===== src/rtl/fl_alloc_ctrl.sv =====
// fl_alloc_ctrl: rename-stage controller for the 2-wide physical-register freelist.
// Grants up to two PRs per cycle (all-or-nothing), queues commit frees in a small
// circular pending buffer drained two per cycle into registered push outputs, and
// runs a flush-drain phase that blocks rename until every pending free is returned.
// Optional feature macro: FL_STALL_CNT_EN adds the 16-bit saturating perf_stall_cnt port.
module fl_alloc_ctrl #(
    parameter int PR_W       = 6,
    parameter int PEND_DEPTH = 4
) (
    input  logic            clk,
    input  logic            reset,
    input  logic [1:0]      ren_valid,
    input  logic [1:0]      ren_need_pr,
    output logic            ren_ready,
    output logic [PR_W-1:0] alloc_pr0,
    output logic [PR_W-1:0] alloc_pr1,
    input  logic [1:0]      fr_valid,
    input  logic [PR_W-1:0] fr_pr0,
    input  logic [PR_W-1:0] fr_pr1,
    output logic            fr_ready,
    input  logic            flush,
    input  logic            no_free_pr,
    input  logic            one_free_pr,
    output logic [1:0]      pop_fl_RAT,
    input  logic [PR_W-1:0] pop_data_fl_RAT1,
    input  logic [PR_W-1:0] pop_data_fl_RAT2,
    output logic [1:0]      push_fl_RAT,
    output logic [PR_W-1:0] push_data_fl_RAT1,
    output logic [PR_W-1:0] push_data_fl_RAT2,
    output logic            drain_busy
`ifdef FL_STALL_CNT_EN
    ,
    output logic [15:0]     perf_stall_cnt
`endif
);

    localparam int PTR_W = (PEND_DEPTH > 1) ? $clog2(PEND_DEPTH) : 1;
    localparam int CNT_W = PTR_W + 1;
    localparam int SP_W  = CNT_W + 1;

    typedef enum logic {
        RUN   = 1'b0,
        DRAIN = 1'b1
    } state_t;

    state_t state;
    state_t state_nxt;

    logic            run_state;
    logic            n0;
    logic            n1;
    logic [1:0]      need;
    logic            avail;
    logic            grant;

    logic [PR_W-1:0] pend_mem [PEND_DEPTH];
    logic [PTR_W-1:0] rd_ptr;
    logic [PTR_W-1:0] wr_ptr;
    logic [CNT_W-1:0] count;
    logic            buf_empty;
    logic [1:0]      drain_cnt;
    logic [1:0]      enq_cnt;
    logic [PR_W-1:0] enq0;
    logic [PR_W-1:0] head0;
    logic [PR_W-1:0] head1;
    logic [SP_W-1:0] space;
    logic            drain_done;

    // Demand and availability of the rename group; grant is all-or-nothing.
    always_comb begin
        n0    = ren_valid[0] & ren_need_pr[0];
        n1    = ren_valid[1] & ren_need_pr[1];
        need  = {1'b0, n0} + {1'b0, n1};
        avail = 1'b0;
        case (need)
            2'd0:    avail = 1'b1;
            2'd1:    avail = ~no_free_pr;
            default: avail = ~no_free_pr & ~one_free_pr;
        endcase
        ren_ready  = reset & run_state & ~flush & avail;
        grant      = ren_ready & (ren_valid != 2'b00);
        pop_fl_RAT = grant ? need : 2'd0;
    end

    // Steer popped PRs to the needing slots in age order; idle slots read zero.
    always_comb begin
        alloc_pr0 = '0;
        alloc_pr1 = '0;
        if (grant) begin
            if (n0) begin
                alloc_pr0 = pop_data_fl_RAT1;
            end
            if (n1) begin
                alloc_pr1 = n0 ? pop_data_fl_RAT2 : pop_data_fl_RAT1;
            end
        end
    end

    // Pending-buffer bookkeeping: head drain amount, compacted enqueue, free space.
    always_comb begin
        buf_empty  = (count == '0);
        drain_cnt  = (count >= CNT_W'(2)) ? 2'd2 : 2'(count);
        enq_cnt    = {1'b0, fr_valid[0]} + {1'b0, fr_valid[1]};
        enq0       = fr_valid[0] ? fr_pr0 : fr_pr1;
        head0      = pend_mem[rd_ptr];
        head1      = pend_mem[rd_ptr + PTR_W'(1)];
        space      = SP_W'(PEND_DEPTH) - SP_W'(count) + SP_W'(drain_cnt);
        fr_ready   = (space >= SP_W'(2));
        drain_done = buf_empty & (fr_valid == 2'b00) & (push_fl_RAT == 2'd0);
    end

    // Store newer frees only while older ones are still waiting; no reset needed for data.
    always_ff @(posedge clk) begin
        if (!buf_empty) begin
            if (enq_cnt != 2'd0) begin
                pend_mem[wr_ptr] <= enq0;
            end
            if (enq_cnt == 2'd2) begin
                pend_mem[wr_ptr + PTR_W'(1)] <= fr_pr1;
            end
        end
    end

    // Advance FIFO pointers and occupancy; an empty buffer lets frees bypass it entirely.
    always_ff @(posedge clk or negedge reset) begin
        if (!reset) begin
            rd_ptr <= '0;
            wr_ptr <= '0;
            count  <= '0;
        end else if (!buf_empty) begin
            rd_ptr <= rd_ptr + PTR_W'(drain_cnt);
            wr_ptr <= wr_ptr + PTR_W'(enq_cnt);
            count  <= count - CNT_W'(drain_cnt) + CNT_W'(enq_cnt);
        end
    end

    // Register the freelist push: buffered entries first, otherwise this cycle's frees.
    always_ff @(posedge clk or negedge reset) begin
        if (!reset) begin
            push_fl_RAT       <= 2'd0;
            push_data_fl_RAT1 <= '0;
            push_data_fl_RAT2 <= '0;
        end else if (buf_empty) begin
            push_fl_RAT       <= enq_cnt;
            push_data_fl_RAT1 <= (enq_cnt != 2'd0) ? enq0 : '0;
            push_data_fl_RAT2 <= (enq_cnt == 2'd2) ? fr_pr1 : '0;
        end else begin
            push_fl_RAT       <= drain_cnt;
            push_data_fl_RAT1 <= head0;
            push_data_fl_RAT2 <= (drain_cnt == 2'd2) ? head1 : '0;
        end
    end

    // FSM state register.
    always_ff @(posedge clk or negedge reset) begin
        if (!reset) begin
            state <= RUN;
        end else begin
            state <= state_nxt;
        end
    end

    // FSM next state: flush enters DRAIN; leave only once nothing is left in flight.
    always_comb begin
        state_nxt = state;
        case (state)
            RUN: begin
                if (flush) begin
                    state_nxt = DRAIN;
                end
            end
            DRAIN: begin
                if (!flush && drain_done) begin
                    state_nxt = RUN;
                end
            end
            default: state_nxt = RUN;
        endcase
    end

    // FSM outputs.
    always_comb begin
        run_state  = (state == RUN);
        drain_busy = (state == DRAIN);
    end

`ifdef FL_STALL_CNT_EN
    // Count cycles where a rename group is presented but the freelist cannot cover it.
    always_ff @(posedge clk or negedge reset) begin
        if (!reset) begin
            perf_stall_cnt <= 16'd0;
        end else if (run_state && (ren_valid != 2'b00) && !avail && (perf_stall_cnt != 16'hFFFF)) begin
            perf_stall_cnt <= perf_stall_cnt + 16'd1;
        end
    end
`endif

    // Commit must never offer frees when the buffer cannot take two more.
    fr_accept_legal: assert property (@(posedge clk) disable iff (!reset)
        (fr_valid != 2'b00) |-> fr_ready);

endmodule

===== config.mk =====
export PLATFORM = sky130hd
export DESIGN_NAME = fl_alloc_ctrl
export DESIGN_NICKNAME = d
export VERILOG_FILES = /design/src/rtl/fl_alloc_ctrl.sv
export SDC_FILE = /design/constraint.sdc
export NUM_CORES = 1
export LEC_CHECK = 0
export BUFFER_PORTS_ARGS = -buffer_cell sky130_fd_sc_hd__buf_2
export CAP_MARGIN = 20
export CORE_MARGIN = 8
export CORE_UTILIZATION = 30
export CTS_BUF_LIST = sky130_fd_sc_hd__clkbuf_4 sky130_fd_sc_hd__clkbuf_8
export DETAILED_ROUTE_END_ITERATION = 8
export GPL_TIMING_DRIVEN = 1
export SETUP_SLACK_MARGIN = 0.05
export SYNTH_ARGS = -nofsm -noshare
export SYNTH_HDL_FRONTEND = slang
export SYNTH_SLANG_ARGS = --single-unit

===== constraint.sdc =====
create_clock -name clk -period 4.88 [get_ports clk]
set_clock_uncertainty 0.1 [all_clocks]
set_input_delay 1.464 -clock clk [delete_from_list [all_inputs] [get_ports clk]]
set_output_delay 1.464 -clock clk [all_outputs]
set_load 0.02 [all_outputs]

After elaboration in Yosys (flattened, before gate mapping)
Memory sizes are Yosys's and may differ from the RTL's.
Index checks and enable logic that the tools add are counted.
W data, S select, Z words.
{"block": "op_classes", "muxes": 24, "n_bitwise": 13, "magnitude_cmp": 2, "n_reduce_logical": 8, "eq_ne": 3, "add_sub_neg": 10}
{"op": "$mux W6", "count": 11}
{"op": "$and A1 B1 Y1", "count": 9}
{"op": "$mux W1", "count": 8}
{"op": "$logic_not A2 Y1", "count": 3}
{"op": "$mux W2", "count": 3}
{"op": "$add A1 B1 Y2", "count": 2}
{"op": "$add A2 B1 Y2 const B", "count": 2}
{"op": "$add A2 B2 Y2", "count": 2}
{"op": "$add A4 B2 Y4", "count": 1}
{"op": "$eq A2 B2 Y1 const B", "count": 2}
{"op": "$ge A4 B2 Y1 const B", "count": 1}
{"op": "$not A1 Y1", "count": 4}
{"op": "$pmux W1 S2", "count": 2}
{"op": "$reduce_bool A2 Y1", "count": 2}
{"op": "$sub A3 B3 Y4 const A", "count": 1}
{"op": "$add A3 B2 Y3", "count": 1}
{"op": "$ge A3 B2 Y1 const B", "count": 1}
{"op": "$logic_not A3 Y1", "count": 1}
{"op": "$sub A3 B2 Y3", "count": 1}
{"op": "$eq A2 B1 Y1 const B", "count": 1}
{"op": "$logic_and A1 B1 Y1", "count": 1}
{"op": "$logic_not A1 Y1", "count": 1}
{"block": "totals", "ram_bits": 24, "output_inout_bits": 31, "ff_bits": 22, "memories": 1}
{"memory": "pend_mem", "depth": 4, "width": 6, "read_ports": 2, "rd_clocked_by_memory_dff": 0, "write_ports": 2, "line_no": "56", "source": "logic [PR_W-1:0] pend_mem [PEND_DEPTH];"}

Longest topological paths before layout
{"block": "depth", "ltp_word": 7, "ltp_mapped": 9, "depth_no_buf": 8}

Worst setup path after synthesis
OpenSTA, ideal clock, no wires.
{"block": "synth_timing", "path_kind": "in2out", "startpoint": "input ren_valid[0]", "endpoint": "output pop_fl_RAT[0]", "slack_ps": 358, "path_stages": 7, "t_required_ps": 3316, "arrival_time_ps": 2958, "path_cell_list": "and2_1 -> buf_2 -> inv_1 -> ha_1 -> nor2b_1 -> nor2_1 -> a211oi_1"}
{"block": "synth_between", "elab_chain_cells": 7, "elab_cells_between_ends": 9, "classes_between": "add/sub (1); eq/ne (1); mux (2); bitwise (3); reduce/logical (2)"}
{"item": "start, declared", "line_no": "12", "source": "input logic [1:0] ren_valid,"}
{"item": "$and A1 B1 Y1", "line_no": "71", "source": "n0 = ren_valid[0] & ren_need_pr[0];"}
{"item": "$add A1 B1 Y2", "line_no": "73", "source": "need = {1'b0, n0} + {1'b0, n1};"}
{"item": "$eq A2 B1 Y1 / $logic_not A2 Y1 (equally long branches)", "line_no": "75", "source": "case (need)"}
{"item": "$pmux W1 S2", "line_no": "75"}
{"item": "$and A1 B1 Y1", "line_no": "80", "source": "ren_ready = reset & run_state & ~flush & avail;"}
{"item": "$and A1 B1 Y1", "line_no": "81", "source": "grant = ren_ready & (ren_valid != 2'b00);"}
{"item": "$mux W2 (*)", "line_no": "82", "source": "pop_fl_RAT = grant ? need : 2'd0;"}
{"item": "end, declared", "line_no": "24", "source": "output logic [1:0] pop_fl_RAT,"}
Every way passes the cells marked *; elsewhere a longest branch is shown, timed or not.

Worst setup path after layout
{"block": "layout_timing", "startpoint": "input ren_valid[1]", "endpoint": "output alloc_pr1[0]"}
{"block": "layout_between", "elab_chain_cells": 7, "elab_cells_between_ends": 10, "classes_between": "add/sub (1); eq/ne (1); mux (3); bitwise (3); reduce/logical (2)"}
{"item": "$and A1 B1 Y1", "line_no": "72", "source": "n1 = ren_valid[1] & ren_need_pr[1];"}
{"item": "$add A1 B1 Y2", "line_no": "73"}
{"item": "$eq A2 B1 Y1 / $logic_not A2 Y1 (equally long branches)", "line_no": "75"}
{"item": "$pmux W1 S2", "line_no": "75"}
{"item": "$and A1 B1 Y1", "line_no": "80"}
{"item": "$and A1 B1 Y1", "line_no": "81"}
{"item": "$mux W6 (*)", "line_no": "89", "source": "if (grant) begin"}
{"item": "end, declared", "line_no": "16", "source": "output logic [PR_W-1:0] alloc_pr1,"}
Marked as above.

==> results.yml <==
status:
  status: "complete, no violations"
detailed_routing:
  detail_route.vias_per_cell: 5.08
  wirelength_mm: 6.86
  ant_nets: 0
  detailroute.via_count: 1997
  drt-pass1-iter-count: 4
  post-route-drc-count: 0
  number_of_drc_markers_after_the_initial_detailed_route_iteration: 164
  detail_route.wl_per_cell_microns: 17.4
sta:
  timing.fmax_mhz: 219
  report.final.hold_viol_count: 0
  fin_setup_tns_ps: 0
  period_needed_ps: 4580
  slew_headroom_pct: 47.3
  final-setup-viol-count: 0
  final-max-slew-violation-count: 0
  worst_pin_slew_ps: 786
  rsz0062_at_grt: "no"
  final.period_utilization_pct: 93.8
hold_path:
  worst_hold_path.num_cells: 1
  hold_path_class: "reg -> reg"
  min_delay_worst_endpoint: "drain_busy$_DFF_PN0_"
  hold_path_startpoint: "drain_busy$_DFF_PN0_"
synth:
  syn_inst: 219
  post-synth-top-area-cell: "edfxtp_1"
  sequential_cell_area_fraction_in_the_yosys_report_pct: 46.8
  synth-main-ff-cell: "edfxtp_1"
  synth.distinct_cells: 38
  post_synth_instance_area_sq_mm: 0.00272
  syn_avg_cell_area_sq_um: 12.4
  synth_area_leaders: "edfxtp_1, dfrtp_1, mux2_2"
  syn_nets: 263
  yosys_register_bits: 46
  synthDominantCellAreaShare_pct: 26.5
  async_flop_share_pct: 47.8
  synth-edff-count: 24
  synth_top_cells_by_count: "edfxtp_1, mux2_2, dfrtp_1"
  yosysWarnings: 0
worst_setup_path:
  crit_chain: "buf_2 > and2_1 > inv_1 > ha_1 > nor2b_1 > nor3_1 > nor3_1 > buf_2"
  worst-path-buf-inv: 3
  worst-endpoint-required_ps: 3320
  worstSetupStartpointType: "input pin"
  slowest_stage: "nor3_1"
  cp_slowest_stage_delay_ps: 460
  end_kind: "primary output"
  regToRegStartpoint: "count[2]$_DFFE_PN0P_"
  cp_top_family: "simple AND/OR/NAND/NOR gates"
  count_of_cells_along_the_worst_register_to_register_path: 8
  timing.reg2reg.setup_slack_ps: 2700
  worstPathMaxFanout: 6
  worst-endpoint-arrival_ps: 3010
  criticalPathCategory: "in -> out"
  rr_endpoint: "count[2]$_DFFE_PN0P_"
finish:
  final_area_sq_mm: 0.00326
  diodes: 0
  syn_to_final_growth_pct: 20.0
  post_route_cells_drive_above_1_share_pct: 41.4
  fill_cells: 870
  final_util_pct: 37.2
  final_net_count: 328
power:
  p_leak_nw: 1.38
  reg_power_share_pct: 41.7
  vdd_drop_max_mv: 0.229
  power_per_cell_area_mw_per_mm2: 539
  power_report.internal_total_mw: 1.09
  p_comb_share_pct: 42.1
  share_clk_of_total_power_pct: 16.2
  power.share.switching_pct: 37.7
  switching_power_mw: 0.662
floorplanning:
  design.portCount: 66
  total_core_area_sq_mm: 0.00876
  initial_utilization_pct: 31.0
  chipHeight_microns: 111
  die_width_microns: 111
  placementRows: 34
  floorplan.die_area_sq_mm: 0.0124
clocking:
  cts.sinks: 46
  clock_insertion_delay_worst_skew_ps: 300
  tritoncts.num_buffers: 5
  clock_tree_from_tritoncts: "yes"
  ctsRootBufferMaster: "clkbuf_8"
  ctsResizeCount: 0
  cts_setup_buffers: 0
  post_cts_hold_buffer_count: 0
  h_tree_lvl_count: 2
  max-clock-path-buffers: 2
  clk_pin_slew_ps: 80
grt:
  grt_max_degree: 23
  grt_util_all_layers_pct: 11.0
  first_pass_grt_wire_length_mm: 11.0
  grt_pass1_vias: 2073
  grt_antenna_before_repair: 0
  remaining_global_route_overflow: 0
placement:
  gp_congestion: 0.796
  dpl_cell_area_sq_mm: 0.00315
  placement.io_buffers: 65
  detailed_place_hpwl_mm: 4.95
flow_run:
  number_of_maximum_capacitance_constraint_violations: 0
[sequential cells by signal, summed over array words and instances (netlist names)]
| signal | cells |
|---|---|
| drain_busy | 1 |
| push_fl_RAT | 2 |
| rd_ptr | 2 |
| push_data_fl_RAT2 | 6 |
| push_data_fl_RAT1 | 6 |
| pend_mem | 24 |
| wr_ptr | 2 |
| count | 3 |
[placed cells by master, fill, tap and decap left out, types with 2 or more instances in the layout]
cell type	synthesis	layout
a21oi_1	3	3
a22o_1	6	6
and2_1	4	4
buf_2	4	65
buf_4	0	5
clkbuf_8	0	5
clkinv_2	0	2
dfrtp_1	22	22
edfxtp_1	24	24
ha_1	8	8
inv_1	11	11
mux2_2	24	24
mux2i_1	12	12
mux4_2	12	12
nand2_1	15	15
nand2b_1	2	2
nor2_1	11	11
nor3_1	15	15
o21ai_0	3	3
o21ai_1	2	2
o31ai_1	8	8
or2_2	2	2
xnor2_1	6	6
xor2_1	2	2
[routing by layer]
metal / GRT usage (%) / vias up / share of wire, %
met1: 14.3 / 965 / 46
met5: 0 / - / 0
met3: 3.46 / 10 / 7.1
li1: - / 947 / -
met2: 17.2 / 75 / 45
met4: 2.67 / 0 / 1.1
[power groups by stage]
stage / Combinational [mW] / Clock, mW / Sequential [mW]
after detailed placement: 0.749 / 0 / 0.738
final: 0.740 / 0.284 / 0.732
after global placement: 0.741 / 0 / 0.733
after floorplan: 0.564 / 0 / 0.721
after CTS: 0.753 / 0.290 / 0.731
after global routing: 0.824 / 0.304 / 0.758
[worst register-to-register path: cells and delay by family, from the launching register on]
family / cells / cell delay [ps]
xor+xnor: 3 / 490
flops: 1 / 470
simple gates: 3 / 330
fa+ha+maj: 2 / 650
[logic make-up (layout without fill, tap and decap cells)]
logic type | Yosys count | in the layout | synth area share (%)
adders and majority gates | 9 | 9 | 4.42
AOI/OAI and AO/OA | 29 | 29 | 7.74
muxes | 48 | 48 | 24.3
and+or+nand+nor | 56 | 56 | 10.2
buffers and inverters | 23 | 89 | 3.92
xor gates and xnor gates | 8 | 8 | 2.58
DFF | 46 | 46 | 46.8
[cell type report]
cell class / count / area [sq um] / share of cell area, %
Tap cell: 108 / 135 / 4.15
Timing Repair Buffer: 70 / 363 / 11.1
Clock buffer: 5 / 68.8 / 2.11
Sequential cell: 46 / 1270 / 39.0
Multi-Input combinational cell: 150 / 1340 / 41.1
Clock inverter: 3 / 40.0 / 1.23
Inverter: 11 / 41.3 / 1.27
[worst max path at each step]
stage | startpoint | end | slack, ps | cells after the start
floorplan | ren_valid[0] | pop_fl_RAT[0] | 360 | 7
global placement | ren_valid[0] | alloc_pr1[5] | 380 | 8
detailed placement | ren_valid[1] | alloc_pr1[0] | 310 | 8
CTS | ren_valid[1] | alloc_pr1[0] | 310 | 8
global route | ren_valid[0] | alloc_pr1[0] | 70 | 8
finish | ren_valid[1] | alloc_pr1[0] | 300 | 8
[through the flow]
step	std cells	hold WS [ps]	setup slack, ps	power (mW)
4_1_cts	393	423	310	1.77
3_3_place_gp	385	388	376	1.47
2_1_floorplan	219	457	358	1.28
6_report	393	418	303	1.76
5_1_grt	393	441	65.7	1.89
3_5_place_dp	385	403	311	1.49
No activity file was read; power rests on OpenSTA's default activity.
